<file path="config.mk">
export PLATFORM = sky130hd
export DESIGN_NAME = guess_game_ctrl_flat
export DESIGN_NICKNAME = d
export VERILOG_FILES = /design/src/rtl/game_pkg.sv /design/src/rtl/guess_game_ctrl_if.sv /design/src/rtl/guess_game_ctrl_tick_gen.sv /design/src/rtl/guess_game_ctrl.sv /design/src/flat_wrapper.sv
export SDC_FILE = /design/constraint.sdc
export NUM_CORES = 1
export LEC_CHECK = 0
export ABC_CLOCK_PERIOD_IN_PS = 4800
export CORE_MARGIN = 4
export CORE_UTILIZATION = 50
export CTS_BUF_LIST = sky130_fd_sc_hd__clkbuf_8
export DETAILED_ROUTE_END_ITERATION = 12
export HOLD_SLACK_MARGIN = 0.08
export PLACE_DENSITY = 0.7
export SETUP_SLACK_MARGIN = 0.15
export SLEW_MARGIN = 10
export SYNTH_ARGS = -nofsm -noshare
export SYNTH_HDL_FRONTEND = slang
export SYNTH_SLANG_ARGS = --single-unit
</file>
<file path="constraint.sdc">
create_clock -name clk -period 4.8 [get_ports clk]
set_input_delay 0.96 -clock clk [delete_from_list [all_inputs] [get_ports clk]]
set_output_delay 0.96 -clock clk [all_outputs]
set_load 0.1 [all_outputs]
</file>
<file path="src/rtl/game_pkg.sv">
// ---------------------------------------------------------------------------
// game_pkg
// Shared types and constants for the button-guessing game round sequencer.
//   game_state_t       : controller state encoding
//   SCORE_MAX          : score saturation value
//   LEVEL_MAX          : difficulty level saturation value
//   DEFAULT_LIVES      : lives at game start when not overridden
//   DEFAULT_HOLD_TICKS : prescaler ticks the round result is held
//   calc_reload()      : prescaler reload value for a given difficulty level
// ---------------------------------------------------------------------------
package game_pkg;

    typedef enum logic [2:0] {
        IDLE,
        ARM,
        PLAY,
        RESULT,
        OVER
    } game_state_t;

    localparam logic [3:0] SCORE_MAX          = 4'd15;
    localparam logic [2:0] LEVEL_MAX          = 3'd7;
    localparam int         DEFAULT_LIVES      = 3;
    localparam int         DEFAULT_HOLD_TICKS = 4;

    // Each level halves the full-scale count, but the reload never drops
    // below 1 so the fastest tick period is two cycles.
    function automatic logic [31:0] calc_reload(input int width, input logic [2:0] lvl);
        logic [31:0] full;
        logic [31:0] shifted;
        full    = (32'd1 << width) - 32'd1;
        shifted = full >> lvl;
        if (shifted == 32'd0) begin
            shifted = 32'd1;
        end
        return shifted;
    endfunction

endpackage

</file>
<file path="src/rtl/guess_game_ctrl_if.sv">
// ---------------------------------------------------------------------------
// guess_game_ctrl_if
// Signal bundle between the board-level logic / guess FSM and the round
// sequencer.
//   start     : single-cycle start pulse (board -> controller)
//   win_in    : win flag from the guess FSM
//   lose_in   : lose flag from the guess FSM
//   guess_en  : one-cycle pacing tick to the guess FSM
//   guess_rst : active-high reset to the guess FSM
//   score     : wins this game (saturating)
//   lives     : remaining lives
//   level     : difficulty level (saturating)
//   game_over : high while the game is over
//   busy      : high while a round is in progress
// Modports: master = board / guess FSM side, slave = controller.
// ---------------------------------------------------------------------------
interface guess_game_ctrl_if;

    logic       start;
    logic       win_in;
    logic       lose_in;
    logic       guess_en;
    logic       guess_rst;
    logic [3:0] score;
    logic [1:0] lives;
    logic [2:0] level;
    logic       game_over;
    logic       busy;

    modport master (
        output start, win_in, lose_in,
        input  guess_en, guess_rst, score, lives, level, game_over, busy
    );

    modport slave (
        input  start, win_in, lose_in,
        output guess_en, guess_rst, score, lives, level, game_over, busy
    );

endinterface

</file>
<file path="src/rtl/guess_game_ctrl_tick_gen.sv">
// ---------------------------------------------------------------------------
// tick_gen
// N-bit down-counting prescaler producing the game pacing tick.
//   clk      : system clock
//   rst      : asynchronous active-low reset
//   load     : load strobe, counter takes load_val
//   load_val : reload value (tick period is load_val + 1 cycles)
//   run      : count enable
//   wrap     : counter is at zero and will reload on this edge
//   tick     : registered one-cycle tick, high the cycle after a wrap
// ---------------------------------------------------------------------------
module tick_gen #(
    parameter int N = 21
) (
    input  logic         clk,
    input  logic         rst,
    input  logic         load,
    input  logic [N-1:0] load_val,
    input  logic         run,
    output logic         wrap,
    output logic         tick
);

    logic [N-1:0] cnt;

    // A load always wins over a wrap so a fresh period starts cleanly.
    assign wrap = run && !load && (cnt == '0);

    // Counter register: load has priority, a wrap reloads, otherwise count
    // down while running. The tick flop simply registers the wrap.
    always_ff @(posedge clk or negedge rst) begin
        if (!rst) begin
            cnt  <= '1;
            tick <= 1'b0;
        end else begin
            tick <= wrap;
            if (load || wrap) begin
                cnt <= load_val;
            end else if (run) begin
                cnt <= cnt - N'(1);
            end
        end
    end

endmodule

</file>
<file path="src/rtl/guess_game_ctrl.sv">
// ---------------------------------------------------------------------------
// guess_game_ctrl
// Round sequencer for the button-guessing game. Paces the guess FSM with a
// tick whose period shrinks with each win, resets the FSM between rounds,
// and keeps score, lives and difficulty level.
//   clk : system clock, rising edge
//   rst : asynchronous active-low reset
//   bus : guess_game_ctrl_if.slave (start, win_in, lose_in in;
//         guess_en, guess_rst, score, lives, level, game_over, busy out)
// Parameters: N (prescaler width), LIVES (1..3), HOLD_TICKS (1..15).
// ---------------------------------------------------------------------------
module guess_game_ctrl
    import game_pkg::*;
#(
    parameter int N          = 21,
    parameter int LIVES      = DEFAULT_LIVES,
    parameter int HOLD_TICKS = DEFAULT_HOLD_TICKS
) (
    input  logic              clk,
    input  logic              rst,
    guess_game_ctrl_if.slave  bus
);

    localparam logic [1:0] LIVES_INIT = 2'(LIVES);
    localparam logic [3:0] HOLD_LAST  = 4'(HOLD_TICKS - 1);

    game_state_t  state_q, state_d;
    logic [3:0]   score_q, score_d;
    logic [1:0]   lives_q, lives_d;
    logic [2:0]   level_q, level_d;
    logic [3:0]   hold_q,  hold_d;
    logic         guess_rst_q;
    logic         busy_q;
    logic         game_over_q;

    logic         load;
    logic         run;
    logic         wrap;
    logic         tick;
    logic [N-1:0] reload_val;

    // The prescaler runs in PLAY and RESULT. It is reloaded in ARM and on the
    // outcome edge, the latter so the result hold is timed at the new level.
    assign run  = (state_q == PLAY) || (state_q == RESULT);
    assign load = (state_q == ARM) ||
                  ((state_q == PLAY) && (bus.win_in || bus.lose_in));

    // Reload follows the next level so an outcome edge loads the new period.
    assign reload_val = N'(calc_reload(N, level_d));

    tick_gen #(
        .N (N)
    ) u_tick_gen (
        .clk      (clk),
        .rst      (rst),
        .load     (load),
        .load_val (reload_val),
        .run      (run),
        .wrap     (wrap),
        .tick     (tick)
    );

    // Next-state and counter logic. Outcome flags only matter in PLAY, with
    // lose taking priority; start only matters in IDLE and OVER. RESULT
    // counts prescaler wraps and re-arms after HOLD_TICKS of them.
    always_comb begin
        state_d = state_q;
        score_d = score_q;
        lives_d = lives_q;
        level_d = level_q;
        hold_d  = hold_q;
        unique case (state_q)
            IDLE, OVER: begin
                if (bus.start) begin
                    state_d = ARM;
                    score_d = '0;
                    lives_d = LIVES_INIT;
                    level_d = '0;
                end
            end
            ARM: begin
                state_d = PLAY;
            end
            PLAY: begin
                if (bus.lose_in) begin
                    lives_d = lives_q - 2'd1;
                    hold_d  = '0;
                    state_d = (lives_d == 2'd0) ? OVER : RESULT;
                end else if (bus.win_in) begin
                    if (score_q != SCORE_MAX) begin
                        score_d = score_q + 4'd1;
                    end
                    if (level_q != LEVEL_MAX) begin
                        level_d = level_q + 3'd1;
                    end
                    hold_d  = '0;
                    state_d = RESULT;
                end
            end
            RESULT: begin
                if (wrap) begin
                    if (hold_q == HOLD_LAST) begin
                        state_d = ARM;
                    end else begin
                        hold_d = hold_q + 4'd1;
                    end
                end
            end
            default: begin
                state_d = IDLE;
            end
        endcase
    end

    // State, counters and the registered status outputs. The status flops
    // are computed from the next state so they line up with the state
    // register and never see the inputs combinationally.
    always_ff @(posedge clk or negedge rst) begin
        if (!rst) begin
            state_q     <= IDLE;
            score_q     <= '0;
            lives_q     <= LIVES_INIT;
            level_q     <= '0;
            hold_q      <= '0;
            guess_rst_q <= 1'b1;
            busy_q      <= 1'b0;
            game_over_q <= 1'b0;
        end else begin
            state_q     <= state_d;
            score_q     <= score_d;
            lives_q     <= lives_d;
            level_q     <= level_d;
            hold_q      <= hold_d;
            guess_rst_q <= (state_d == IDLE) || (state_d == ARM) || (state_d == OVER);
            busy_q      <= (state_d == ARM) || (state_d == PLAY) || (state_d == RESULT);
            game_over_q <= (state_d == OVER);
        end
    end

    // The tick only reaches the guess FSM in PLAY; in RESULT it merely
    // times the hold.
    assign bus.guess_en  = tick && (state_q == PLAY);
    assign bus.guess_rst = guess_rst_q;
    assign bus.score     = score_q;
    assign bus.lives     = lives_q;
    assign bus.level     = level_q;
    assign bus.game_over = game_over_q;
    assign bus.busy      = busy_q;

endmodule

</file>
<file path="src/flat_wrapper.sv">
// flat-port wrapper written by rule: the top's interface ports become plain ports
module guess_game_ctrl_flat import game_pkg::*;
#(
    parameter int N          = 21,
    parameter int LIVES      = DEFAULT_LIVES,
    parameter int HOLD_TICKS = DEFAULT_HOLD_TICKS
)
  (clk, rst, bus_start, bus_win_in, bus_lose_in, bus_guess_en, bus_guess_rst, bus_score, bus_lives, bus_level, bus_game_over, bus_busy);
  guess_game_ctrl_if bus_i ();
  input  logic clk;
  input  logic rst;
  input wire logic [$bits(bus_i.start)-1:0] bus_start;
  input wire logic [$bits(bus_i.win_in)-1:0] bus_win_in;
  input wire logic [$bits(bus_i.lose_in)-1:0] bus_lose_in;
  output wire logic [$bits(bus_i.guess_en)-1:0] bus_guess_en;
  output wire logic [$bits(bus_i.guess_rst)-1:0] bus_guess_rst;
  output wire logic [$bits(bus_i.score)-1:0] bus_score;
  output wire logic [$bits(bus_i.lives)-1:0] bus_lives;
  output wire logic [$bits(bus_i.level)-1:0] bus_level;
  output wire logic [$bits(bus_i.game_over)-1:0] bus_game_over;
  output wire logic [$bits(bus_i.busy)-1:0] bus_busy;
  assign bus_i.start = bus_start;
  assign bus_i.win_in = bus_win_in;
  assign bus_i.lose_in = bus_lose_in;
  assign bus_guess_en = bus_i.guess_en;
  assign bus_guess_rst = bus_i.guess_rst;
  assign bus_score = bus_i.score;
  assign bus_lives = bus_i.lives;
  assign bus_level = bus_i.level;
  assign bus_game_over = bus_i.game_over;
  assign bus_busy = bus_i.busy;
  guess_game_ctrl #(.N(N), .LIVES(LIVES), .HOLD_TICKS(HOLD_TICKS)) u_core (.clk(clk), .rst(rst), .bus(bus_i));
endmodule
</file>
==> out/summary.txt <==
Crit Path Class: flop to output port
Global-route wire length before repair: 7920 µm
Psw: 709 µW
Vias post-DR: 1708
Worst Path Arrival: 2.56 ns
Final setup viols: 0
Die width: 76.5 µm
Fmax achieved: 0.284 GHz
Setup Buffers After CTS: 0
ANT cells: 0
Synth Area in Simple Gates: 0.280
Clock Tree Root: clkbuf_8
Area Overhead vs Synth: 11.4%
Max-slew violations: 0
Die height: 76.5 µm
Final WL: 4510 µm
Setup TNS: 0 ns
Clk buf depth: 2
Sink Count: 41
Syn_area_per_cell: 10.0 µm²
Clock share of power: 0.146
Cells resized by post-CTS repair: 0
Top Ports: 18
#FFs+latches synth: 41
FF-to-FF Start: u_core.u_tick_gen.cnt[9]
Startpoint types: flop
Worst ir drop on vdd: 411 µV
Grt total ovfl: 0
Layout Nets: 262
Vias per cell: 5.62
Port Buf Inserts: 17
R2R setup slack: 2.59 ns
Hold endpoint: u_core.bus.lives[1]
Outcome: finished clean
Worst setup margin: 1.28 ns
Ys Warns: 0
Yosys cell types: 47
Starting density of the core: 0.527
Worst Clk Skew: 0.00800 ns
Relative slew slack: 0.350
Worst reg2reg path depth: 5
Initial drt markers: 140
Rows: 24
Total nets after synthesis: 245
Hold WC Path Type: flop to flop
Die area: 5850 µm²
Power Total: 1480 µW
Initial antenna violation count: 0
Post-synthesis sequential area ratio: 0.451
Final core utilization: 0.587
Post-synth EDFFs: 0
Min-delay src: u_core.bus.lives[1]
Worst Setup End Kind: output port
Period Utilization, post-route: 0.733
Synth Area in Adders: 0.0320
Share of layout cells above drive strength 1: 0.222
Clk slew on worst S/H paths: 0.08 ns
CP max FO: 11
ANT nets after route: 0
Critical R2R Capture: u_core.u_tick_gen.cnt[15]
Final min period: 3.52 ns
Most frequent cells in the layout: nor2_1, nand2_1, dfstp_2
Wire per inst: 14.8 µm
DP Wirelength: 3200 µm
Post-synthesis xor/xnor area fraction: 0.0523
Routability cong.: 0.799
Synth Area in Compound Gates: 0.120
Slew of the pin with the lowest slew margin: 0.972 ns
Top_reg_cell synth: dfstp_2
Hold Crit Depth: 2
TritonCTS clock tree: built
Global Route Usage Sum: 0.165
P_leak: 0.00106 µW
First-pass DRT Iterations: 4
Mapped Area: 2340 µm²
Final-report hold violation count: 0
Max-Cap Viols: 0
Synth Instances: 234
Vias in the first global route: 1686
Drc violations: 0
Worst skew pair latency: 0.29 ns
Pint: 773 µW
Req. time, crit path: 3.84 ns
DP Worst Slack: 1.60 ns
Critical path startpoint: u_core.state_q[1]
Power Density: 568 nW/µm²
Cts-stage hold buffer count: 0
Sw frac: 0.478
Largest family of logic cells by synthesized area: simple AND/OR/NAND/NOR gates
RSZ-0062 raised after global routing: no
Sequential share of power: 0.387
Synth async-reset ratio: 1.00
Core Footprint: 4440 µm²
CTS Buf Count: 5
Combinational group share of total power: 0.466
Post-synthesis mux area share: 0.0320
Largest net degree at the start of global routing: 42
Htree depth: 2
## state kept, by name, summed over array words and instances, names as in the netlist
name	cells
u_core.state_q	3
u_core.bus.game_over	1
u_core.bus.guess_rst	1
u_core.u_tick_gen.cnt	21
u_core.bus.lives	2
u_core.hold_q	4
u_core.u_tick_gen.tick	1
u_core.bus.score	4
u_core.bus.busy	1
u_core.bus.level	3
## layout make-up
cell class	instances	area, µm²
clock buffer	5	68.8
timing repair buffer	17	165
inverter	8	30.0
clock inverter	3	13.8
tap	52	65.1
fill	407	1830
multi-input combinational	178	1210
sequential	41	1060
## per-layer routing
| layer | global-route usage | vias to the layer above | part of all wire |
|---|---|---|---|
| li1 | - | 867 | - |
| met1 | 0.228 | 812 | 0.50 |
| met2 | 0.261 | 24 | 0.47 |
| met3 | 0.0366 | 5 | 0.024 |
| met4 | 0.0435 | 0 | 0.0080 |
| met5 | 0 | - | 0 |
## cells in the mapped netlist, drive strengths merged (2+ instances only)
library cell	n	area (µm²)
ha	6	75.1
mux2	4	45.0
nor4	12	166
nor2b	4	25.0
inv	8	30.0
nor3b	3	27.5
xnor2	11	96.3
nand2	24	90.1
and2	2	12.5
nor3	6	30.0
or2	3	18.8
xor2	3	26.3
nor2	24	90.1
o21ai	15	75.1
or3	2	12.5
dfstp	24	631
nand3	14	70.1
and3	4	25.0
nand4	3	25.0
a21oi	14	70.1
or3b	2	17.5
a31oi	2	12.5
a211oi	2	15.0
mux2i	3	30.0
dfrtp	17	425
nand2b	3	18.8
o211ai	2	15.0
buf	6	42.5
## power groups by stage
stage          registers, µW  logic [µW]  clock network [µW]
2_1_floorplan            803         322                   0
3_3_place_gp             573         688                   0
3_5_place_dp             578         695                   0
4_1_cts                  572         699                 226
5_1_grt                  593         751                 241
6_report                 574         692                 217
## worst max path at each step
stage / end / depth (start not counted)
finish: bus_guess_en / 3
global route: bus_guess_en / 3
CTS: bus_guess_en / 3
detailed placement: bus_guess_en / 3
global placement: bus_guess_en / 3
floorplan: bus_guess_en / 3
## cells by family (layout without fill, tap and decap cells)
family                   Yosys count  after routing
XOR/XNOR                          14             14
flip-flops                        41             41
adder cells (fa/ha/maj)            6              6
multiplexers                       7              7
AO/OA/AOI/OAI                     43             43
buffers and inverters             15             33
AND/OR/NAND/NOR                  108            108
## stage by stage
| stage | area, µm² | cells | hold WS [ns] |
|---|---|---|---|
| 6_report | 2610 | 304 | 0.509 |
| 5_1_grt | 2610 | 304 | 0.527 |
| 4_1_cts | 2610 | 304 | 0.509 |
| 3_5_place_dp | 2530 | 296 | 0.496 |
| 3_3_place_gp | 2530 | 296 | 0.496 |
| 2_1_floorplan | 2340 | 234 | 0.478 |
## critical path: stages, from the launching register on
cell and delay [ns]:
dfrtp_1 0.53, nor3b_2 0.43, and2_1 0.18, clkdlybuf4s50_1 1.12
Note: power is estimated with default switching activity, not from simulation.
